===== src/rtl/ibex_fetch_align_fifo.sv =====
// Instruction fetch FIFO with halfword realignment.
// Buffers up to Depth fetched 32-bit words (with bus-error flags). Each output
// is one complete instruction (16-bit compressed or 32-bit, at any halfword
// offset), together with its PC and the PC of the next sequential instruction.
//
// Ports:
//   clk_i, rst_ni        clock, asynchronous active-low reset
//   clear_i, in_addr_i   flush all entries and load a new PC
//   busy_o               per-entry occupancy (entry 0 is the head)
//   in_valid_i/rdata/err fetched word from memory
//   out_valid_o/ready_i  instruction handshake
//   out_rdata_o          instruction (bits 31:16 don't-care when compressed)
//   out_addr_o           PC of out_rdata_o
//   out_addr_next_o      PC of the following instruction
//   out_err_o            fetch error on this instruction
//   out_err_plus2_o      error only in the second word of an unaligned 32-bit instr
module ibex_fetch_align_fifo #(
  parameter int unsigned Depth = 3
) (
  input  logic             clk_i,
  input  logic             rst_ni,
  input  logic             clear_i,
  input  logic [31:0]      in_addr_i,
  output logic [Depth-1:0] busy_o,
  input  logic             in_valid_i,
  input  logic [31:0]      in_rdata_i,
  input  logic             in_err_i,
  output logic             out_valid_o,
  input  logic             out_ready_i,
  output logic [31:0]      out_rdata_o,
  output logic [31:0]      out_addr_o,
  output logic [31:0]      out_addr_next_o,
  output logic             out_err_o,
  output logic             out_err_plus2_o
);

  localparam int unsigned DataW = 32;

  logic [Depth-1:0] valid_q, valid_d;
  logic [Depth-1:0] err_q, err_d;
  logic [DataW-1:0] rdata_q [Depth];
  logic [DataW-1:0] rdata_d [Depth];
  logic [DataW-1:0] addr_q, addr_d;

  logic             off;
  logic             w0_valid, w1_valid;
  logic [DataW-1:0] w0, w1;
  logic             w0_err, w1_err;
  logic             compressed;
  logic             unaligned32;
  logic             accept;
  logic             pop;
  logic             push_en;
  logic             placed;

  // Head/second word selection: stored entries first, incoming word fills the
  // first missing position so an instruction can complete in the arrival cycle.
  always_comb begin
    off      = addr_q[1];
    w0_valid = valid_q[0] | in_valid_i;
    w0       = valid_q[0] ? rdata_q[0] : in_rdata_i;
    w0_err   = valid_q[0] ? err_q[0] : (in_valid_i & in_err_i);
    w1_valid = valid_q[1] | (valid_q[0] & in_valid_i);
    w1       = valid_q[1] ? rdata_q[1] : in_rdata_i;
    w1_err   = valid_q[1] ? err_q[1] : (valid_q[0] & in_valid_i & in_err_i);
  end

  // Instruction decode, output formation and consumption.
  always_comb begin
    compressed  = off ? (w0[17:16] != 2'b11) : (w0[1:0] != 2'b11);
    unaligned32 = off & ~compressed;

    // A head-word error at offset 2 is reported without waiting for the next word.
    out_valid_o     = w0_valid & (~off | compressed | w0_err | w1_valid);
    out_rdata_o     = off ? {w1[15:0], w0[31:16]} : w0;
    out_err_o       = w0_err | (unaligned32 & w1_err);
    out_err_plus2_o = unaligned32 & w1_err & ~w0_err;
    out_addr_o      = addr_q;
    out_addr_next_o = addr_q + (compressed ? DataW'(2) : DataW'(4));

    accept = out_valid_o & out_ready_i;
    // Head word is used up unless only its low half was consumed.
    pop    = accept & (off | ~compressed);
  end

  // Storage next state: shift on pop, then place the incoming word in the
  // lowest free slot. A popped word taken straight from the input is never stored.
  always_comb begin
    valid_d = valid_q;
    err_d   = err_q;
    rdata_d = rdata_q;
    placed  = 1'b0;
    push_en = in_valid_i & ~(pop & ~valid_q[0]);

    if (pop) begin
      for (int unsigned i = 0; i < Depth - 1; i++) begin
        valid_d[i] = valid_q[i+1];
        err_d[i]   = err_q[i+1];
        rdata_d[i] = rdata_q[i+1];
      end
      valid_d[Depth-1] = 1'b0;
      err_d[Depth-1]   = 1'b0;
    end

    for (int unsigned i = 0; i < Depth; i++) begin
      if (push_en && !placed && !valid_d[i]) begin
        valid_d[i] = 1'b1;
        err_d[i]   = in_err_i;
        rdata_d[i] = in_rdata_i;
        placed     = 1'b1;
      end
    end

    if (clear_i) begin
      valid_d = '0;
    end
  end

  // PC tracking; a flush overrides any accept in the same cycle.
  always_comb begin
    addr_d = addr_q;
    if (clear_i) begin
      addr_d = {in_addr_i[31:1], 1'b0};
    end else if (accept) begin
      addr_d = out_addr_next_o;
    end
  end

  // State registers.
  always_ff @(posedge clk_i or negedge rst_ni) begin
    if (!rst_ni) begin
      valid_q <= '0;
      err_q   <= '0;
      addr_q  <= '0;
      for (int unsigned i = 0; i < Depth; i++) begin
        rdata_q[i] <= '0;
      end
    end else begin
      valid_q <= valid_d;
      err_q   <= err_d;
      addr_q  <= addr_d;
      rdata_q <= rdata_d;
    end
  end

  assign busy_o = valid_q;

  // Protocol and sanity checks.
  outputs_known: assert property (@(posedge clk_i) disable iff (!rst_ni)
    !$isunknown({out_valid_o, out_addr_o, out_err_o}));

  no_push_when_full: assert property (@(posedge clk_i) disable iff (!rst_ni)
    !(in_valid_i && !clear_i && (&valid_q) && !pop));

  addr_halfword_aligned: assert property (@(posedge clk_i) disable iff (!rst_ni)
    out_addr_o[0] == 1'b0);

endmodule

===== config.mk =====
export PLATFORM = sky130hd
export DESIGN_NAME = ibex_fetch_align_fifo
export DESIGN_NICKNAME = d
export VERILOG_FILES = /design/src/rtl/ibex_fetch_align_fifo.sv
export SDC_FILE = /design/constraint.sdc
export NUM_CORES = 1
export LEC_CHECK = 0
export ABC_AREA = 1
export BUFFER_PORTS_ARGS = -buffer_cell sky130_fd_sc_hd__clkbuf_2
export CORE_ASPECT_RATIO = 1.1
export CORE_MARGIN = 3
export CORE_UTILIZATION = 45
export CTS_CLUSTER_DIAMETER = 80
export DETAILED_ROUTE_END_ITERATION = 8
export MAX_ROUTING_LAYER = met4
export PLACE_DENSITY = 0.7
export SLEW_MARGIN = 10
export SYNTH_ARGS = -nofsm -noshare
export SYNTH_HDL_FRONTEND = slang
export SYNTH_SLANG_ARGS = --single-unit

===== constraint.sdc =====
create_clock -name clk_i -period 3.1 [get_ports clk_i]
set_input_delay 0.155 -clock clk_i [delete_from_list [all_inputs] [get_ports clk_i]]
set_output_delay 0.155 -clock clk_i [all_outputs]
set_load 0.005 [all_outputs]

==> results of run 1 <==
-- cell families after synthesis --
family                   after synthesis
XOR/XNOR                              25
AND/OR/NAND/NOR                      769
flip-flops                           133
AO/OA/AOI/OAI                        120
buffers and inverters                167
adder cells (fa/ha/maj)                5
other                                  1
-- layout by cell type, fill, tap and decap left out, types with 4 or more instances in the layout --
cell and n:
nand2_1 499, nand3_1 160, clkbuf_2 154, dfrtp_1 133
inv_1 76, buf_4 73, o21ai_0 65, dlygate4sd3_1 50
nand4_1 42, o211ai_1 25, nor2_1 20, a21oi_1 18
clkbuf_16 18, nand2_2 16, xor2_2 14, nor3_1 12
buf_2 12, nor2_4 8, inv_2 7, buf_6 7
clkinv_4 6, xnor2_2 5, xor2_1 5, bufinv_16 5
buf_12 5, o221ai_1 4
-- power groups by stage --
stage / sequential, W / clock [W] / combinational (W)
floorplan: 0.00279 / 0 / 0.00169
global placement: 0.00288 / 0 / 0.00254
detailed placement: 0.00290 / 0 / 0.00259
CTS: 0.00288 / 0.00227 / 0.00277
global route: 0.00299 / 0.00235 / 0.00327
finish: 0.00291 / 0.00225 / 0.00290
-- worst register-to-register path, delay by kind of cell (launching register included) --
kind | cells | cell delay, ns
AOI/OAI and AO/OA | 2 | 0.29
DFF | 1 | 0.41
and+or+nand+nor | 10 | 0.96
adders and majority gates | 1 | 0.22
buffers and inverters | 7 | 0.95
-- path summary, 6_finish.rpt --
kind | start | to | slack [ns]
setup / recovery | busy_o[0] | out_addr_next_o[29] | -0.11
hold / removal | in_rdata_i[24] | rdata_q[24] | -0.002
setup reg to reg | busy_o[0] | rdata_q[63] | 0.18
hold reg to reg | rdata_q[3] | rdata_q[3] | 0.47
max in group asynchronous | rst_ni | err_q[0] | 2.01
min in group asynchronous | rst_ni | rdata_q[5] | 0.25
-- flip-flops by register name, summed over array words and instances, names as in the netlist --
| register | flops |
|---|---|
| busy_o | 3 |
| rdata_q | 96 |
| out_addr_o | 31 |
| err_q | 3 |
-- timing repair --
item / in CTS / in global routing
cloned: 0 / 1
endpoints found under the hold margin: 100 / 0
pin swaps: 7 / 16
gates resized for setup: 25 / 66
hold buffers: 50 / 0
buffers inserted: 16 / 14
endpoints found under the setup margin: 36 / 127
-- layout make-up --
cell class,instances,area [um^2],area share (%)
Multi-Input combinational cell,921,4538,40.41
Sequential cell,133,3328,29.64
Timing Repair Buffer,302,2083,18.55
Clock buffer,17,425.4,3.788
Inverter,85,326.6,2.908
Tap cell,238,297.8,2.652
Clock inverter,15,230.2,2.050
-- routing by layer --
layer,up-vias,GRT usage [%],wire length (um)
met1,4305,37.33,11570
met4,0,8.417,599
met3,55,5.920,2484
met2,478,44.62,13430
li1,4425,-,-
met5,-,-,0
-- per-stage QoR --
| stage | hold WS (ns) | instances | TNS [ns] |
|---|---|---|---|
| after floorplan | -0.1406 | 1221 | 0 |
| after global placement | 0.1401 | 1601 | 0 |
| after detailed placement | 0.1516 | 1601 | -0.08157 |
| after CTS | 0.0009918 | 1699 | -0.3828 |
| after global routing | 0.02115 | 1711 | -3.409 |
| final | -0.001939 | 1711 | -0.7630 |
==> reports/qor.txt, run 1 <==
Clk slew on worst S/H paths: 0.06 ns
Leakage: 5.927 nW
Netlist cell types: 29
Synth area leaders: dfrtp_1 (40%), nand2_1 (23%), nand3_1 (9.8%), o21ai_0 (4.2%), inv_1 (3.6%)
GPL Wtd Cong: 0.8962
DP Worst Slack: -0.01856 ns
Mapped Area: 8292 um^2
Largest family of logic cells by synthesized area: simple AND/OR/NAND/NOR gates
Seq pwr share: 36.1%
Vias per Instance: 5.414
Worst-margin pin slew: 0.7469 ns
Io pins: 172
Synth area leader: dfrtp_1
Port Buffers: 168
Leading register cell type out of synthesis: dfrtp_1
Clock sinks: 133
Comb pwr share: 36.0%
Gate Count Post-Synth: 1220
DR iter-0 viols: 1022
CP endpoint kind: output port
Layout cells sized above 1: 23.90%
Layout Utilization: 62.85%
Sequential fraction of the synthesis area: 40.14%
CTS tree: yes
Die X: 135.4 um
PnR Total Power: 0.008067 W
Fin area: 11230 um^2
RSZ-0062 raised after global routing: true
Hold WC Path Type: in2reg
Core area: 17870 um^2
Antenna cells: 0
Max-cap violations: 0
Worst reg-to-reg path cell count: 20
Post-Synth XOR/XNOR Area: 2.641%
Post-synthesis adder-cell area fraction: 0.8450%
Final hold violation count: 1
Tmin final: 3.208 ns
Multiplexer share of the synthesized area: 0%
Pint: 0.005054 W
GRT overflow: 0
Commonest cells post-synth: nand2_1 (510), nand3_1 (162), dfrtp_1 (133)
Placed inst area: 9510 um^2
Mean Syn Cell Area: 6.796 um^2
Detailed placement HPWL: 18.52 mm
Clock Power Share: 27.9%
Synth Area in Compound Gates: 8.269%
WL/cell: 16.41 um
Slowest CP cell: dfrtp_1
CTS buffer count: 17
Root Buffer: clkbuf_16
WHS Path Cells: 3
Initial antenna violation count: 0
Critical Path Max Stage Delay: 0.41 ns
Layout Area Growth over Synthesis: 35.43%
Hold_ws: -0.001939 ns
# rows: 51
Post-Synth Simple-Gate Area: 39.23%
Failing checks: hold timing, setup timing
Switch Pwr: 0.003012 W
Initial Utilization: 46.41%
Worst path depth: 18
Global-route wire length before repair: 44.77 mm
Cell Pwr Density: 718.3 nW/um^2
Status: finished with violations
Slew margin rel.: 49.68%
Vias in the first global route: 8648
Crit path cell chain: clkinv_4 > buf_6 > o211ai_1 > o21ai_2 > nand2_2 > ha_4 > inv_2 > fa_2 > inv_2 > nand2_4 > nor2_4 > inv_4 > nor2_1 > buf_4 > nand2_1 > nand2_1 > nand2_2 > clkbuf_2
Crit path buffers/inverters: 7
GRT Total Usage: 28.40%
Chip height: 148.4 um
Max Slew Vio Count: 0
Worst Skew: 0.005319 ns
Fmax: 311.8 MHz
Htree depth: 4
Final setup fails: 11
Remaining DRCs: 0
Final net count: 1535
Async set-reset flop share out of synthesis: 100.0%
Most common cell in the netlist: nand2_1
Worst EP required: 2.94 ns
Critical path fanouts, max: 7
CP Class: reg2out
Crit share post-route: 103.5%
Die area: 20090 um^2
Largest net degree at the start of global routing: 83
Clock buffer depth: 2
Detailed Route WL: 28.08 mm
Synthesis Warnings: 0
CP delay by family, top: buffers and inverters
Top-area cell type share of the netlist area: 40.14%
Peak VDD IR: 0.4484 mV
Clock Latency Late Sink: 0.42 ns
# fillers: 1563
Post-synth EDFFs: 0
Worst setup margin: -0.1077 ns
Post-route ant nets: 0
#FFs+latches synth: 133
Vias: 9263
CP Data Arrival Time: 3.05 ns
Sw frac: 37.34%
CP Launch Type: register
Pre-Repair DR Iteration Count: 5
Note: power is estimated with default switching activity, not from simulation.
==> run 2, diff against run 1 <==
==> constraint.sdc (replaced) <==
create_clock -name clk_i -period 3.1 [get_ports clk_i]
set_input_delay 0.31 -clock clk_i [delete_from_list [all_inputs] [get_ports clk_i]]
set_output_delay 0.31 -clock clk_i [all_outputs]
set_load 0.005 [all_outputs]
==> run 2 against run 1 <==
- the flow finishes with violations (setup timing)
- largest power group unchanged
- clock skew grew 0.0047 ns
- critical endpoint is now out_addr_next_o[19]
- final cell count down 2.3%
- sequential power hardly changed
- flip-flop and latch count stayed put
- largest cell class unchanged
- via count down 2.3%
- highest routed layer unchanged
- design area fell by 4.0%
- critical path depth fell by 3
==> reports/qor.txt, run 2 (synthesis gave the netlist of run 1 again) <==
Status: finished with violations
Failing checks: setup timing
CTS tree: yes
Global-route wire length before repair: 44.06 mm (-1.6%)
Tmin final: 3.314 ns (+0.1063 ns)
Biggest register: rdata_q
Worst Skew: 0.009998 ns (+0.004679 ns)
CP Data Arrival Time: 3.00 ns (-0.05 ns)
Slew margin rel.: 46.47% (-3.2 points)
Chip height: 148.4 um (unchanged)
Worst-margin pin slew: 0.8030 ns (+0.05613 ns)
Placed inst area: 9558 um^2 (+0.50%)
Pre-Repair DR Iteration Count: 5 (unchanged)
DR iter-0 viols: 810 (-21%)
Fmax: 301.8 MHz (-3.2%)
CP Class: reg2out
Remaining DRCs: 0 (unchanged)
Commonest non-fill, non-tap cell in the layout: nand2_1
Io pins: 172 (unchanged)
Core area: 17870 um^2 (unchanged)
Clock buffer depth: 2 (unchanged)
CTS buffer count: 17 (unchanged)
Reg2Reg Capture Point: out_addr_o[20]
# fillers: 1620 (+3.6%)
Layout Area Growth over Synthesis: 30.04%
R2R setup slack: -0.01 ns (-0.19 ns)
Worst reg-to-reg path cell count: 20 (unchanged)
Root Buffer: clkbuf_16
Final net count: 1494 (-2.7%)
Final setup fails: 25 (+14)
WHS Path Cells: 3 (unchanged)
Vias: 9049 (-2.3%)
Largest net degree at the start of global routing: 83 (unchanged)
PnR Total Power: 0.007865 W (-2.5%)
# rows: 51 (unchanged)
Post-route ant nets: 0 (unchanged)
Worst EP required: 2.79 ns (-0.15 ns)
Detailed placement HPWL: 18.68 mm (+0.86%)
Most frequent cells in the layout: nand2_1 (497), nand3_1 (160), clkbuf_2 (151)
Leakage: 5.764 nW (-2.8%)
CP Launch Type: register
GPL Wtd Cong: 0.8713 (-2.8%)
Initial antenna violation count: 1 (+1)
CP endpoint kind: output port
Clock sinks: 133 (unchanged)
DP Worst Slack: -0.004690 ns (+0.01387 ns)
Post-Layout Cell Count: 1671 (-2.3%)
Vias in the first global route: 8660 (+0.14%)
Layout cells sized above 1: 25.42% (+1.5 points)
Fin area: 10780 um^2 (-4.0%)
Max FFs per register: 96 (unchanged)
Initial Utilization: 46.41% (unchanged)
Final hold violation count: 0 (-1)
Clk slew on worst S/H paths: 0.06 ns (about the same)
Htree depth: 4 (unchanged)
Detailed Route WL: 27.15 mm (-3.3%)
GRT overflow: 0 (unchanged)
Crit share post-route: 106.9% (+3.4 points)
Vias per Instance: 5.415 (about the same)
Placed cells: 1608 (+0.44%)
GRT Total Usage: 28.19% (-0.21 points)
Port Buffers: 168 (unchanged)
Hold WC Path Type: in2reg
R2R Path Start: busy_o[0]
RSZ-0062 raised after global routing: true
Hold path start: in_addr_i[15]
Cell Pwr Density: 729.4 nW/um^2 (+1.5%)
Post-Route Setup TNS: -3.357 ns (-2.594 ns)
Clock Latency Late Sink: 0.42 ns (about the same)
Max Slew Vio Count: 0 (unchanged)
Peak VDD IR: 0.4670 mV (+4.1%)
Die area: 20090 um^2 (unchanged)
Worst setup margin: -0.2139 ns (-0.1063 ns)
Hold Crit Endpoint: out_addr_o[15]
Critical path fanouts, max: 7 (unchanged)
Max-cap violations: 0 (unchanged)
Die X: 135.4 um (unchanged)
WL/cell: 16.25 um (-1.0%)
[run 2: per-layer routing]
metal | track usage [%] | routed length (um) | vias up
met5 | - | 0 | -
met4 | 8.569 | 428 | 0
met3 | 7.240 | 2349 | 35
met2 | 43.33 | 12840 | 386
met1 | 36.97 | 11520 | 4284
li1 | - | - | 4344
[run 2: layout make-up]
cell class | instances | area [um^2] | share of cell area (%)
inverters | 85 | 324.1 | 3.005
clock inverters | 13 | 178.9 | 1.659
clock buffers | 19 | 442.9 | 4.108
multi-input cells | 921 | 4578 | 42.46
flip-flops and latches | 133 | 3328 | 30.87
repair buffers | 261 | 1630 | 15.12
well taps | 238 | 297.8 | 2.762
diodes | 1 | 2.502 | 0.02321
[run 2: timing repair]
action	CTS	global route
hold buffers	1	0
setup buffers	23	9
endpoints found under the setup margin	27	64
resized for setup	50	49
gates cloned	0	0
endpoints found under the hold margin	64	0
pin swaps	19	17
[run 2: how the worst max path moves through the flow]
stage,startpoint,to,cells past startpoint
after floorplan,busy_o[0],out_addr_next_o[19],16
after global placement,busy_o[0],out_addr_next_o[23],17
after detailed placement,busy_o[0],out_addr_next_o[23],17
after CTS,busy_o[0],out_addr_next_o[19],17
after global routing,busy_o[0],out_addr_next_o[19],16
final,busy_o[0],out_addr_next_o[19],15
[run 2: stage by stage]
stage,util (%),hold WS (ns)
2_1_floorplan,-,0.01441
3_3_place_gp,53.49,0.4202
3_5_place_dp,53.49,0.4225
4_1_cts,59.25,0.09100
5_1_grt,60.35,0.1021
6_report,60.35,0.1018
[run 2: power breakdown]
part	leakage (nW)	switching, W	internal (W)
Sequential	1.65	0.000463	0.00243
Combinational	3.81	0.00168	0.00113
Clock	0.307	0.000795	0.00136
[run 2: worst max-delay path, cell delays in order, from the launching register on]
cell     delay [ns]
dfrtp_1        0.39
inv_4          0.07
o21ai_0        0.36
o21ai_2        0.12
nand2_2        0.14
ha_4           0.16
inv_2          0.04
fa_2           0.33
inv_2          0.07
nand2_4        0.05
nor2_4         0.17
nand2_4        0.11
nor2_4         0.13
nand3_2        0.09
xor2_1         0.21
buf_2          0.14
==> run 3, diff against run 2 <==
--- a/config.mk
+++ b/config.mk
@@ -7,7 +7,7 @@
 export LEC_CHECK = 0
 export ABC_AREA = 1
 export BUFFER_PORTS_ARGS = -buffer_cell sky130_fd_sc_hd__clkbuf_2
-export CORE_ASPECT_RATIO = 1.1
+export CORE_ASPECT_RATIO = 2
 export CORE_MARGIN = 3
 export CORE_UTILIZATION = 45
 export CTS_CLUSTER_DIAMETER = 80
==> run 3 against run 2 <==
- the flow still finishes with violations (setup timing)
- critical path depth up 1
- fmax up 1.3%
- flip-flop and latch count unchanged
- clock skew about the same
- wire length up 8.6%
- sequential power about the same
- die area up 0.48%
==> reports/qor.txt, run 3 (synthesis gave the netlist of run 1 again) <==
Vias in the first global route: 9164 (+5.8%)
Switch Pwr: 0.003008 W (+2.3%)
Leakage: 5.812 nW (+0.84%)
Worst EP required: 2.79 ns (about the same)
Peak VDD IR: 0.3715 mV (-20%)
Crit path to: out_addr_next_o[7]
# rows: 69 (+35%)
Die area: 20190 um^2 (+0.48%)
Hold WC Path Type: in2reg
Clock sinks: 133 (unchanged)
CP endpoint kind: output port
Hold_ws: 0.09813 ns (-0.003648 ns)
Commonest non-fill, non-tap cell in the layout: nand2_1
Clock buffer depth: 2 (unchanged)
CP Class: reg2out
Sw frac: 38.08% (+0.69 points)
Core area: 17960 um^2 (+0.50%)
Worst-margin pin slew: 0.7426 ns (-0.06046 ns)
Layout Utilization: 60.51% (+0.16 points)
Most frequent cells in the layout: nand2_1 (499), nand3_1 (159), clkbuf_2 (155)
Worst setup margin: -0.1704 ns (+0.04353 ns)
Sequential cell area: 3329 um^2 (about the same)
Slew margin rel.: 49.97% (+3.5 points)
GPL Wtd Cong: 0.9956 (+14%)
Failing checks: setup timing
Detailed Route WL: 29.48 mm (+8.6%)
Fmax: 305.8 MHz (+1.3%)
RSZ-0062 raised after global routing: true
Post-route ant nets: 0 (unchanged)
Max Slew Vio Count: 0 (unchanged)
Initial antenna violation count: 0 (-1)
CP Data Arrival Time: 2.96 ns (-0.04 ns)
Status: finished with violations
CP Launch Type: register
GRT overflow: 0 (unchanged)
Final setup fails: 17 (-32%)
CTS tree: yes
Clock Power Share: 26.8% (-0.7 points)
Worst Skew: 0.009837 ns (-0.0001608 ns)
Layout cells sized above 1: 26.24% (+0.82 points)
Worst reg-to-reg path cell count: 18 (-10%)
Chip height: 198.0 um (+33%)
Largest net degree at the start of global routing: 68 (-18%)
Remaining DRCs: 0 (unchanged)
Tmin final: 3.270 ns (-0.04353 ns)
Comb pwr share: 36.4% (+0.7 points)
R2R Path Start: busy_o[0]
Die X: 102.0 um (-25%)
Cell Pwr Density: 726.9 nW/um^2 (-0.33%)
WL/cell: 17.87 um (+10%)
Reg2Reg Capture Point: out_addr_o[19]
Max FFs per register: 96 (unchanged)
Max-cap violations: 0 (unchanged)
Vias: 9110 (+0.67%)
Io pins: 172 (unchanged)
Port Buffers: 168 (unchanged)
Clk slew on worst S/H paths: 0.06 ns (about the same)
Pint: 0.004891 W (-0.66%)
Critical Path Start: busy_o[0]
Seq pwr share: 36.8% (about the same)
CTS buffer count: 17 (unchanged)
Placed cells: 1578 (-1.9%)
Initial Utilization: 46.17% (-0.23 points)
R2R setup slack: 0.21 ns (+0.22 ns)
Pre-Repair DR Iteration Count: 6 (+1)
# fillers: 1691 (+4.4%)
Layout Area Growth over Synthesis: 31.06%
Final hold violation count: 0 (unchanged)
DR iter-0 viols: 504 (-38%)
Crit share post-route: 105.5% (-1.4 points)
Root Buffer: clkbuf_16
Clock Latency Late Sink: 0.42 ns (about the same)
Critical path fanouts, max: 4 (-3)
PnR Total Power: 0.007900 W (+0.44%)
Post-Layout Cell Count: 1650 (-1.3%)
Area of the multi-input gates: 4611 um^2 (+0.71%)
Biggest register: rdata_q
GRT Total Usage: 30.98% (+2.8 points)
Global-route wire length before repair: 47.22 mm (+7.2%)
Htree depth: 4 (unchanged)
Detailed placement HPWL: 20.44 mm (+9.4%)
Antenna cells: 0 (-1)
Vias per Instance: 5.521 (+2.0%)
Final net count: 1499 (+0.33%)
## run 3: worst min path at each step
stage,startpoint,to,slack [ns],cells after the start
5_1_grt,in_addr_i[15],out_addr_o[15],0.10,3
3_3_place_gp,rst_ni,rdata_q[12],0.37,1
4_1_cts,in_addr_i[1],out_addr_o[1],0.08,3
2_1_floorplan,rst_ni,busy_o[0],0.01,0
6_report,in_addr_i[1],out_addr_o[1],0.1,3
3_5_place_dp,rst_ni,rdata_q[12],0.37,1
## run 3: final cells by class
cell class	instances	share of cell area, %
multi-input combinational	921	42.43
clock buffer	18	4.041
sequential	133	30.64
tap	213	2.453
clock inverter	14	1.623
inverter	85	2.982
timing repair inverter	1	0.06908
timing repair buffer	265	15.76
## run 3: repair_timing
action	CTS	global route
gates resized for setup	67	42
endpoints found under the setup margin	28	54
hold buffers	1	0
buffers inserted	31	11
gates cloned	1	0
endpoints found under the hold margin	65	0
pin swaps	21	21
## run 3: power groups by stage
stage / logic, W / clock network [W] / registers (W)
5_1_grt: 0.00326 / 0.00222 / 0.00298
4_1_cts: 0.00281 / 0.00214 / 0.00289
2_1_floorplan: 0.00169 / 0 / 0.00279
3_5_place_dp: 0.00261 / 0 / 0.00290
3_3_place_gp: 0.00255 / 0 / 0.00287
6_report: 0.00287 / 0.00212 / 0.00291
## run 3: routing by layer
layer  part of all wire [%]  global-route usage, %  vias up
met5                      0                      -        -
met4                    5.1                  16.55        0
met3                    6.2                  5.113       76
met2                     53                  52.45      389
met1                     36                  34.19     4290
li1                       -                      -     4355
## run 3: stage by stage
step / setup slack (ns) / setup TNS [ns] / area, um^2
2_1_floorplan: 0.02367 / 0 / 8304
3_3_place_gp: -0.01324 / -0.02609 / 9527
3_5_place_dp: -0.09009 / -0.3260 / 9527
4_1_cts: -0.1711 / -2.110 / 10670
5_1_grt: -0.2849 / -4.030 / 10870
6_report: -0.1704 / -1.580 / 10870
## run 3: worst max-delay path, stage by stage (launching register included)
cell and delay (ns):
dfrtp_2 0.42, clkinvlp_4 0.13, o211ai_1 0.21, o21ai_2 0.10
nand2_2 0.15, ha_4 0.16, inv_2 0.03, fa_2 0.35
inv_2 0.08, nand2_4 0.05, nor2_4 0.16, inv_4 0.09
nor2_2 0.13, buf_4 0.13, xnor2_1 0.14, inv_1 0.08
clkbuf_2 0.11
